==> src/rtl/seg7_pkg.sv <==
// Shared seven-segment definitions: active-low glyph codes (bit6=g .. bit0=a)
// and the change-event record used by the scan decoder.
package seg7_pkg;

    typedef logic [6:0] seg7_t;

    localparam seg7_t SEG_0     = 7'h40;
    localparam seg7_t SEG_1     = 7'h79;
    localparam seg7_t SEG_2     = 7'h24;
    localparam seg7_t SEG_3     = 7'h30;
    localparam seg7_t SEG_4     = 7'h19;
    localparam seg7_t SEG_5     = 7'h12;
    localparam seg7_t SEG_6     = 7'h02;
    localparam seg7_t SEG_7     = 7'h78;
    localparam seg7_t SEG_8     = 7'h00;
    localparam seg7_t SEG_9     = 7'h10;
    localparam seg7_t SEG_A     = 7'h08;
    localparam seg7_t SEG_B     = 7'h03;
    localparam seg7_t SEG_C     = 7'h46;
    localparam seg7_t SEG_D     = 7'h21;
    localparam seg7_t SEG_E     = 7'h06;
    localparam seg7_t SEG_F     = 7'h0E;
    localparam seg7_t SEG_BLANK = 7'h7F;

    // Wide enough for the largest supported digit count (16).
    localparam int MAX_DIG_W = 4;

    typedef struct packed {
        logic [MAX_DIG_W-1:0] digit;
        logic [3:0]           val;
        logic                 err;
    } event_t;

endpackage

==> src/rtl/seg7_pattern_decode.sv <==
// Combinational inverse of the hex encoder: exact pattern match to a nibble,
// anything else (blank included) flags err with val forced to 0.
module seg7_pattern_decode
    import seg7_pkg::*;
(
    input  seg7_t      seg_i,
    output logic [3:0] val_o,
    output logic       err_o
);

    always_comb begin
        // NOTE: every output gets a default before the case so no path can infer a latch.
        val_o = 4'h0;
        err_o = 1'b0;
        case (seg_i)
            SEG_0:   val_o = 4'h0;
            SEG_1:   val_o = 4'h1;
            SEG_2:   val_o = 4'h2;
            SEG_3:   val_o = 4'h3;
            SEG_4:   val_o = 4'h4;
            SEG_5:   val_o = 4'h5;
            SEG_6:   val_o = 4'h6;
            SEG_7:   val_o = 4'h7;
            SEG_8:   val_o = 4'h8;
            SEG_9:   val_o = 4'h9;
            SEG_A:   val_o = 4'hA;
            SEG_B:   val_o = 4'hB;
            SEG_C:   val_o = 4'hC;
            SEG_D:   val_o = 4'hD;
            SEG_E:   val_o = 4'hE;
            SEG_F:   val_o = 4'hF;
            default: err_o = 1'b1;
        endcase
    end

endmodule

==> src/rtl/seg7_scan_decoder.sv <==
// Watches a multiplexed active-low 7-seg bus, commits glitch-filtered patterns
// into a per-digit shadow table and reports changes through a one-entry event register.
module seg7_scan_decoder
    import seg7_pkg::*;
#(
    parameter  int NUM_DIGITS    = 6,
    parameter  int STABLE_CYCLES = 4,
    localparam int DIG_W         = $clog2(NUM_DIGITS)
) (
    input  logic                    clk,
    input  logic                    reset,
    input  logic [6:0]              seg_in,
    input  logic [DIG_W-1:0]        dig_sel,
    input  logic                    dig_en,
    output logic                    out_valid,
    input  logic                    out_ready,
    output logic [DIG_W-1:0]        out_digit,
    output logic [3:0]              out_val,
    output logic                    out_err,
    output logic [4*NUM_DIGITS-1:0] values,
    output logic [NUM_DIGITS-1:0]   err_mask,
    output logic                    overflow
);

    localparam int               SAMPLE_W  = DIG_W + 7;
    localparam logic [7:0]       STABLE_N  = 8'(STABLE_CYCLES);
    localparam logic [DIG_W:0]   DIGITS_N  = (DIG_W + 1)'(NUM_DIGITS);

    logic [SAMPLE_W-1:0]              sample_q, sample_d;
    logic [7:0]                       cnt_q, cnt_d;
    logic [NUM_DIGITS-1:0][3:0]       values_q;
    logic [NUM_DIGITS-1:0]            err_mask_q;
    event_t                           evt_q, new_evt;
    logic                             out_valid_q;
    logic                             overflow_q;

    logic       sample_valid, run_same, commit, changed;
    logic [3:0] dec_val;
    logic       dec_err;

    seg7_pattern_decode u_decode (
        .seg_i (seg_in),
        .val_o (dec_val),
        .err_o (dec_err)
    );

    assign sample_d     = {dig_sel, seg_in};
    assign sample_valid = dig_en && ({1'b0, dig_sel} < DIGITS_N);
    // A zero count means the previous cycle did not hold a valid sample.
    assign run_same     = (cnt_q != 8'd0) && (sample_d == sample_q);

    always_comb begin
        cnt_d = 8'd0;
        if (sample_valid) begin
            if (run_same)
                cnt_d = (cnt_q == STABLE_N) ? cnt_q : cnt_q + 8'd1;
            else
                cnt_d = 8'd1;
        end
    end

    // Commit only on the transition into saturation, so a held pattern fires once.
    assign commit  = sample_valid && (cnt_d == STABLE_N) && !(run_same && (cnt_q == STABLE_N));
    assign changed = commit && ({dec_val, dec_err} != {values_q[dig_sel], err_mask_q[dig_sel]});
    assign new_evt = '{digit: MAX_DIG_W'(dig_sel), val: dec_val, err: dec_err};

    always_ff @(posedge clk) begin
        if (reset) begin
            sample_q    <= '0;
            cnt_q       <= 8'd0;
            // NOTE: the shadow table is reset because consumers read values/err_mask directly.
            values_q    <= '0;
            err_mask_q  <= '1;
            evt_q       <= '0;
            out_valid_q <= 1'b0;
            overflow_q  <= 1'b0;
        end else begin
            cnt_q <= cnt_d;
            if (sample_valid)
                sample_q <= sample_d;
            if (commit) begin
                values_q[dig_sel]   <= dec_val;
                err_mask_q[dig_sel] <= dec_err;
            end
            if (changed) begin
                if (!out_valid_q || out_ready) begin
                    evt_q       <= new_evt;
                    out_valid_q <= 1'b1;
                end else begin
                    overflow_q  <= 1'b1;
                end
            end else if (out_valid_q && out_ready) begin
                out_valid_q <= 1'b0;
            end
        end
    end

    assign out_valid = out_valid_q;
    assign out_digit = DIG_W'(evt_q.digit);
    assign out_val   = evt_q.val;
    assign out_err   = evt_q.err;
    assign values    = values_q;
    assign err_mask  = err_mask_q;
    assign overflow  = overflow_q;

endmodule

==> config.mk <==
export PLATFORM = sky130hd
export DESIGN_NAME = seg7_scan_decoder
export DESIGN_NICKNAME = d
export VERILOG_FILES = /design/src/rtl/seg7_pkg.sv /design/src/rtl/seg7_pattern_decode.sv /design/src/rtl/seg7_scan_decoder.sv
export SDC_FILE = /design/constraint.sdc
export NUM_CORES = 1
export LEC_CHECK = 0
export BUFFER_PORTS_ARGS = -buffer_cell sky130_fd_sc_hd__buf_2
export CAP_MARGIN = 30
export CORE_MARGIN = 3
export CORE_UTILIZATION = 50
export CTS_CLUSTER_SIZE = 40
export DETAILED_ROUTE_END_ITERATION = 6
export HOLD_SLACK_MARGIN = 0.06
export PLACE_DENSITY = 0.8
export SLEW_MARGIN = 5
export SYNTH_ARGS = -nofsm -noshare
export SYNTH_HDL_FRONTEND = slang
export SYNTH_SLANG_ARGS = --single-unit
==> constraint.sdc <==
create_clock -name clk -period 7.1 [get_ports clk]
set_clock_uncertainty 0.05 [all_clocks]
set_input_delay 1.065 -clock clk [delete_from_list [all_inputs] [get_ports clk]]
set_output_delay 1.065 -clock clk [all_outputs]
set_load 0.05 [all_outputs]
## Word level (Yosys, flattened, before mapping)

Cells that the tools add are included.
W data, S select, Z words.

- Bits of input ports: 14
- Word-level logic and storage cells: 75
- Register bits after elaboration: 58

- $add $sub $neg: 1
- Multiplexer cells: 18
- Reductions and logical operators: 18
- Bitwise logic cells: 1
- Equality and inequality tests: 20
- $lt $le $gt $ge: 3

Operators with widths:

| operator | number |
|---|---|
| $pmux W4 S15 | 1 |
| $eq A7 B7 Y1 const B | 4 |
| $bwmux W24 | 1 |
| $mux W8 | 3 |
| $eq A7 B5 Y1 const B | 3 |
| $eq A7 B6 Y1 const B | 3 |
| $eq A8 B3 Y1 const B | 2 |
| $reduce_or A16 Y1 | 1 |
| $eq A7 B2 Y1 const B | 2 |
| $eq A7 B4 Y1 const B | 2 |
| $bmux W4 S3 | 1 |
| $demux W4 S3 | 1 |
| $eq A10 B10 Y1 | 1 |
| $add A8 B1 Y8 const B | 1 |
| $logic_and A1 B1 Y1 | 8 |
| $mux W4 | 2 |
| $reduce_bool A8 Y1 | 1 |
| $eq A7 B3 Y1 const B | 1 |
| $logic_not A7 Y1 | 1 |
| $bwmux W6 | 1 |
| $mux W1 | 6 |
| $reduce_and A2 Y1 | 3 |
| $ne A5 B5 Y1 | 1 |
| $lt A3 B4 Y1 const B | 1 |
| 9 further kinds | 10 |

## Longest topological paths before layout

Gate-level depths: netlist of the first run.

- Depth after elaboration: 10
- Gate-level depth with buffers: 9
- Mapped depth without buffers: 8

## By module

A second synthesis of the first run with hierarchy kept.

- Cell total of the unflattened synthesis: 363
- Area, all modules: 3305.7 sq um

By module, submodules not included:

| module | instances | cells an instance | area an instance (sq um) |
|---|---|---|---|
| seg7_scan_decoder | 1 | 300 | 2924.1 |
| seg7_pattern_decode | 1 | 63 | 381.6 |

## Least setup slack after synthesis of the first run

No wires, ideal clock.

- Path kind: in2reg
- From: input port seg_in[2]
- To: register err_mask_q[4], in the netlist err_mask[4]
- Setup time: 120 ps
- Cell stages on the path: 8
- Data arrival time: 2872 ps
- Setup slack: 4058 ps
- Data required time: 6930 ps
- Path through: buf_2 -> xor2_1 -> nor4_1 -> nand4_1 -> nor4_4 -> nor3b_4 -> nor2_1 -> a211o_1

- Word-level cells in the longest chain between the ends: 7
- Elaborated cells on any way between the ends: 28

RTL lines:

| item | RTL line | text |
|---|---|---|
| start: declaration | seg7_scan_decoder.sv:12 | `input logic [6:0] seg_in,` |
| $eq A10 B10 Y1 | seg7_scan_decoder.sv:50 | `assign run_same = (cnt_q != 8'd0) && (sample_d == sample_q);` |
| $logic_and A1 B1 Y1 | seg7_scan_decoder.sv:50 |  |
| $mux W8 | seg7_scan_decoder.sv:55 | `if (run_same)` |
| $mux W8 | seg7_scan_decoder.sv:54 | `if (sample_valid) begin` |
| $eq A8 B3 Y1 | seg7_scan_decoder.sv:63 | `assign commit = sample_valid && (cnt_d == STABLE_N) && !(run_same && (cnt_q == STABLE_N));` |
| $logic_and A1 B1 Y1 (2 in a row) | seg7_scan_decoder.sv:63 |  |
| end signal: indexed assignment | seg7_scan_decoder.sv:83 | `err_mask_q[dig_sel] <= dec_err;` |
| end: declaration | seg7_scan_decoder.sv:32 | `logic [NUM_DIGITS-1:0] err_mask_q;` |

Several ways; a longest one is shown, not always the timed one.
A chain may end at the register's enable or synchronous reset.

## Final worst setup path of the first run

- From: input port dig_sel[1]
- To: register values_q (netlist bit values[9])

- Word-level cells in the longest chain between the ends: 7
- Elaborated cells on any way between the ends: 17

RTL lines:

| item | RTL line | text |
|---|---|---|
| start: declaration | seg7_scan_decoder.sv:13 | `input logic [DIG_W-1:0] dig_sel,` |
| $eq A10 B10 Y1 | seg7_scan_decoder.sv:50 |  |
| $logic_and A1 B1 Y1 | seg7_scan_decoder.sv:50 |  |
| $mux W8 | seg7_scan_decoder.sv:55 |  |
| $mux W8 | seg7_scan_decoder.sv:54 |  |
| $eq A8 B3 Y1 | seg7_scan_decoder.sv:63 |  |
| $logic_and A1 B1 Y1 (2 in a row) | seg7_scan_decoder.sv:63 |  |
| end signal: indexed assignment | seg7_scan_decoder.sv:82 | `values_q[dig_sel] <= dec_val;` |
| end: declaration | seg7_scan_decoder.sv:31 | `logic [NUM_DIGITS-1:0][3:0] values_q;` |

Several ways; a longest one is shown, not always the timed one.

==> impl_results.md, run 1 <==
* Netlist area before placement at 3279 um2
* Site row count at 28
* Synthesized net count at 375
* HPWL after DPL at 5406 um
* Largest net degree at the start of global routing at 62
* Total GRT Usage at 21.43%
* Post-CTS Resized at 0
* Starting Density at 53.49%
* Antenna violations before repair at 0
* H-tree depth at 3
* Worst IR Drop VDD at 0.0001414 V
* Final hold vios at 0
* Final setup fails at 0
* Unrepaired setup endpoints after global routing: false
* Reg2Reg Depth at 7
* DR DRC count at 0
* Worst hold path type: reg -> reg
* DR vias/cell at 5.659
* Number of synthesized flops with an enable pin at 0
* FFs w/ async S/R, synth at 0%
* Crit path max fanout at 22
* Critical path cell sequence: buf_2 -> xor2_1 -> nor4_1 -> nand4_1 -> nor4_4 -> and4bb_1 -> mux2i_1 -> nor2_1
* Port bufs at 53
* Die area at 7566 um2
* Setup TNS at 0 ps
* Worst EP arrival at 3320 ps
* Vias in the first global route at 2624
* Status: finished clean
* CP max-delay cell: and4bb_1
* Gr ovfl total at 0
* Slew at the pin closest to its max-slew limit at 958.1 ps
* Hold path cells at 2
* CP endpoint kind: flip-flop
* Design area at 3727 um2
* Post-placement cell area at 3510 um2
* Post-Synthesis Mean Instance Area at 9.135 um2
* Clock tree buffer depth at 2
* Ys flop type: dfxtp_1
* Fmax at 314.6 MHz
* Max Cap Viol at 0
* Setup Fix Bufs, Post-CTS at 0
* Final Critical Period at 3178 ps
* Final RePlAce weighted congestion at 0.8502
* Skew-Pair Late Insertion Delay at 340 ps
* Required time of the critical path at 7250 ps
* Vias at 2705
* Wirelength per Cell at 15.93 um
* Final Cycle Share at 44.76%
* Library cells used by synthesis at 59
* First-pass GRT wire length at 12700 um
* Die width at 86.99 um
* Final ANT Viol Nets at 0
* Pre-antenna DRT Iters at 4
* Worst stage delay on the critical path at 500 ps
* Final Max Slew Viols at 0
* ANT cells at 0
* Seq/Total Area, Yosys at 35.41%
* Worst Setup Start Kind: input pin
* #FFs+latches synth at 58
* Power density over the cells at 196.6 nW/um2
* CP delay by family, top: simple AND/OR/NAND/NOR gates
* Die Y at 86.99 um
* P_leak at 0.001563 uW
* Core ar. at 6131 um2
* Area Overhead vs Synth at 13.66%
* Initial DRC count at 146
* Critical Path Stages at 8
* TritonCTS clock tree: yes
* Mapped Cells at 359
* Crit path buf inv count at 1
* Total Wirelength at 7616 um
* Relative slew slack at 36.13%
* Fin nets at 414
* Crit Path Category: in -> reg
* I/O pin count at 54
* Clock Sinks at 58
* CTS buffer count at 9
* Clock transition at the registers of the reported paths at 70 ps
* Layout cells sized above 1 at 21.84%
* CTS Hold Bufs at 0
* Ys Warns at 0
* Total Power at 732.8 uW
* Root buffer cell: clkbuf_8
==> logic make-up after synthesis <==
group                      after synthesis  synth area share, %
adders and majority gates                2               0.7629
muxes                                   42                13.62
xor gates and xnor gates                23                6.372
buffers and inverters                   36                5.189
and+or+nand+nor                        148                25.79
AOI/OAI and AO/OA                       50                12.86
DFF                                     58                35.41
==> layer usage <==
| layer | track usage (%) | routed length (um) |
|---|---|---|
| met2 | 34.85 | 3670 |
| met5 | 0 | 0 |
| met3 | 7.190 | 433 |
| met1 | 26.97 | 3442 |
| met4 | 6.091 | 70 |
==> cell type report <==
| class | count | area [um2] |
|---|---|---|
| fillers | 537 | 2404 |
| multi-input cells | 265 | 1948 |
| flip-flops and latches | 58 | 1161 |
| repair buffers | 53 | 265.3 |
| clock buffers | 9 | 123.9 |
| clock inverters | 7 | 93.84 |
| well taps | 75 | 93.84 |
| inverters | 11 | 41.29 |
==> registers in the layout, indices dropped and copies added, names as in the netlist <==
register,count
out_digit,3
cnt_q,8
sample_q,10
values,24
err_mask,6
overflow,1
out_val,4
out_err,1
out_valid,1
==> path summary, 6_finish.rpt <==
| kind | startpoint | endpoint | slack, ps |
|---|---|---|---|
| worst min register to register | overflow | overflow | 410 |
| worst max-delay path | dig_sel[1] | values[9] | 3920 |
| worst min-delay path | overflow | overflow | 410 |
| worst max register to register | cnt_q[2] | values[9] | 4340 |
==> metrics by stage <==
stage | hold slack, ps | instances | setup WS (ps) | util [%]
after detailed placement | 391.6 | 462 | 3554 | 57.24
final | 406.0 | 478 | 3922 | 60.80
after floorplan | 397.8 | 359 | 4058 | -
after CTS | 409.4 | 478 | 3933 | 60.80
after global placement | 390.9 | 462 | 3670 | 57.24
after global routing | 438.3 | 478 | 3706 | 60.80
==> worst min-delay path: stages (launching register included) <==
cell      delay (ps)
dfxtp_1          320
nand2b_1          60
o31ai_1           50
==> synth_stat cells, drive strengths merged (3+ instances only) <==
library cell / number / area [um2]
inv: 11 / 41.29
or3: 4 / 25.02
nor2b: 8 / 50.05
nor3: 7 / 35.03
nand4: 5 / 31.28
xor2: 16 / 147.7
nor3b: 7 / 68.82
a21oi: 19 / 106.4
clkbuf: 11 / 41.29
nor2: 43 / 161.4
buf: 14 / 87.58
xnor2: 7 / 61.31
o211ai: 3 / 22.52
nor4: 7 / 88.83
nand2: 25 / 93.84
mux2i: 39 / 390.4
o21ai: 4 / 20.01
dfxtp: 58 / 1161
nand2b: 25 / 156.4
nand3: 4 / 20.02
nand4b: 4 / 35.03
a211o: 3 / 26.28
==> placed cells by master, fill, tap and decap left out, types with 2 or more instances in the layout <==
cell / n
inv_2: 2
nand3_1: 4
bufinv_16: 2
nand2_1: 25
nand2b_1: 25
a21oi_1: 18
nor3_1: 7
mux4_2: 2
xnor2_1: 7
xor2_1: 15
nand4_1: 5
o31ai_1: 2
nor4_4: 3
nor4_1: 4
clkinv_2: 2
o211ai_1: 3
clkbuf_8: 9
a221oi_1: 2
buf_2: 53
o22ai_1: 2
nor2b_1: 8
ha_1: 2
or3_1: 4
mux2i_1: 39
dfxtp_1: 58
o21ai_0: 3
inv_1: 9
nor2_1: 43
and3b_1: 2
nor3b_1: 5
a21bo_2: 2
clkinvlp_4: 2
nand4b_1: 4
a211o_1: 3
==> where the power goes <==
group / internal (uW) / switching, uW / total (uW)
sequential: 329 / 2.69 / 331
clock: 197 / 139 / 336
combinational: 23.7 / 42.0 / 65.6
total: 549 / 184 / 733
Power figures use the tool's default switching activity.
==> run 2, diff against run 1 <==
- clock period: 7.1 -> 3 ns (I/O delays scaled with it)
==> run 2 against run 1 <==
Critical path type is now reg -> reg. Cell count increased by 2.7%. Largest cell class unchanged. Final area increased by 2.9%. First-iteration DRC count increased by 29%.
==> impl_results.md, run 2 (same netlist as run 1, synthesis figures left out) <==
* Final Critical Period at 2602 ps
* Design area at 3835 um2
* Relative slew slack at 64.11%
* Fill cells at 518
* Register Area at 1161 um2
* Power density over the cells at 460.7 nW/um2
* Crit Path Category: reg -> reg
* DR vias/cell at 5.572
* Total Wirelength at 7945 um
* Required time of the critical path at 3190 ps
* Layout cells sized above 1 at 24.28%
* CTS Hold Bufs at 0
* Setup TNS at 0 ps
* ANT cells at 0
* Top layer reached by signal wires: met4
* Die area at 7566 um2
* CP endpoint kind: flip-flop
* Post-placement cell area at 3607 um2
* CTS buffer count at 9
* Largest register FFs at 24
* I/O pin count at 54
* Final Cycle Share at 86.72%
* Largest net degree at the start of global routing at 35
* Status: finished clean
* Wirelength per Cell at 16.18 um
* Worst Setup Start Kind: flip-flop
* Root buffer cell: clkbuf_8
* Met2 routed WL at 3737 um
* Final ANT Viol Nets at 0
* P_leak at 0.001633 uW
* Multi-input logic area at 1948 um2
* Max Cap Viol at 0
* Setup Fix Bufs, Post-CTS at 0
* Die Y at 86.99 um
* Unrepaired setup endpoints after global routing: false
* Final RePlAce weighted congestion at 0.8295
* First-pass GRT wire length at 13050 um
* Post-CTS Resized at 0
* DR DRC count at 0
* Vias in the first global route at 2673
* Crit path max fanout at 8
* Worst hold path type: reg -> reg
* M1 wire length at 3618 um
* Commonest non-fill, non-tap cell in the layout: dfxtp_1
* Die width at 86.99 um
* Area Overhead vs Synth at 16.94%
* Final setup fails at 0
* Worst IR Drop VDD at 0.0003380 V
* Pre-antenna DRT Iters at 5
* Clock tree buffer depth at 2
* Starting Density at 53.49%
* H-tree depth at 3
* Gr ovfl total at 0
* Antenna violations before repair at 0
* Most frequent cells in the layout: dfxtp_1, buf_2, nor2_1
* Site row count at 28
* Core ar. at 6131 um2
* Fin nets at 427
* Clock transition at the registers of the reported paths at 70 ps
* Initial DRC count at 189
* Met3 wire len at 478 um
* Fmax at 384.4 MHz
* Final Max Slew Viols at 0
* Worst EP arrival at 2790 ps
* Slew at the pin closest to its max-slew limit at 534.4 ps
* Port bufs at 53
* Vias at 2736
* Skew-Pair Late Insertion Delay at 340 ps
* TritonCTS clock tree: yes
* Total GRT Usage at 22.14%
* Final hold vios at 0
* HPWL after DPL at 5588 um
* Clock Sinks at 58
run 2: layout make-up:
class                      instances  area share (%)
multi-input combinational        265           50.80
sequential                        58           30.28
timing repair buffer              66           9.462
clock buffer                      10           3.589
tap                               75           2.447
clock inverter                     6           2.349
inverter                          11           1.077
run 2: path summary, 6_finish.rpt:
path              startpoint           to  slack [ps]  cells past startpoint
setup / recovery    cnt_q[0]  err_mask[4]         400                      8
hold / removal      overflow     overflow         410                      2
setup reg to reg    cnt_q[0]  err_mask[4]         400                      8
hold reg to reg     overflow     overflow         410                      2
run 2: critical path: stages (launching register included):
cell,delay [ps]
dfxtp_1,420
inv_1,90
ha_1,310
nor4_1,310
nand4_1,200
nor4_4,350
nor3b_4,430
nor2_1,80
a211o_1,260
run 2: per-stage QoR:
| step | utilization, % | setup WS [ps] | std cells | hold WS, ps | power (uW) |
|---|---|---|---|---|---|
| 2_1_floorplan | - | 572.8 | 359 | 397.8 | 927.3 |
| 3_3_place_gp | 58.84 | 267.6 | 475 | 393.0 | 962.3 |
| 3_5_place_dp | 58.84 | 218.1 | 475 | 406.6 | 964.4 |
| 4_1_cts | 62.55 | 396.5 | 491 | 404.1 | 1781 |
| 5_1_grt | 62.55 | 202.7 | 491 | 419.3 | 1845 |
| 6_report | 62.55 | 398.3 | 491 | 413.7 | 1767 |
run 2: report_power, final:
group / leakage, uW / total [uW] / internal, uW / switching (uW)
logic: 0.00105 / 166 / 61.8 / 105
registers: 0.000469 / 784 / 778 / 6.29
clock network: 0.000112 / 816 / 491 / 325
total: 0.00163 / 1770 / 1330 / 436
run 2: routing by layer:
metal	vias to the layer above	GRT usage, %
met2	85	34.92
met4	0	7.082
li1	1358	-
met1	1282	28.80
met5	-	0
met3	11	6.906
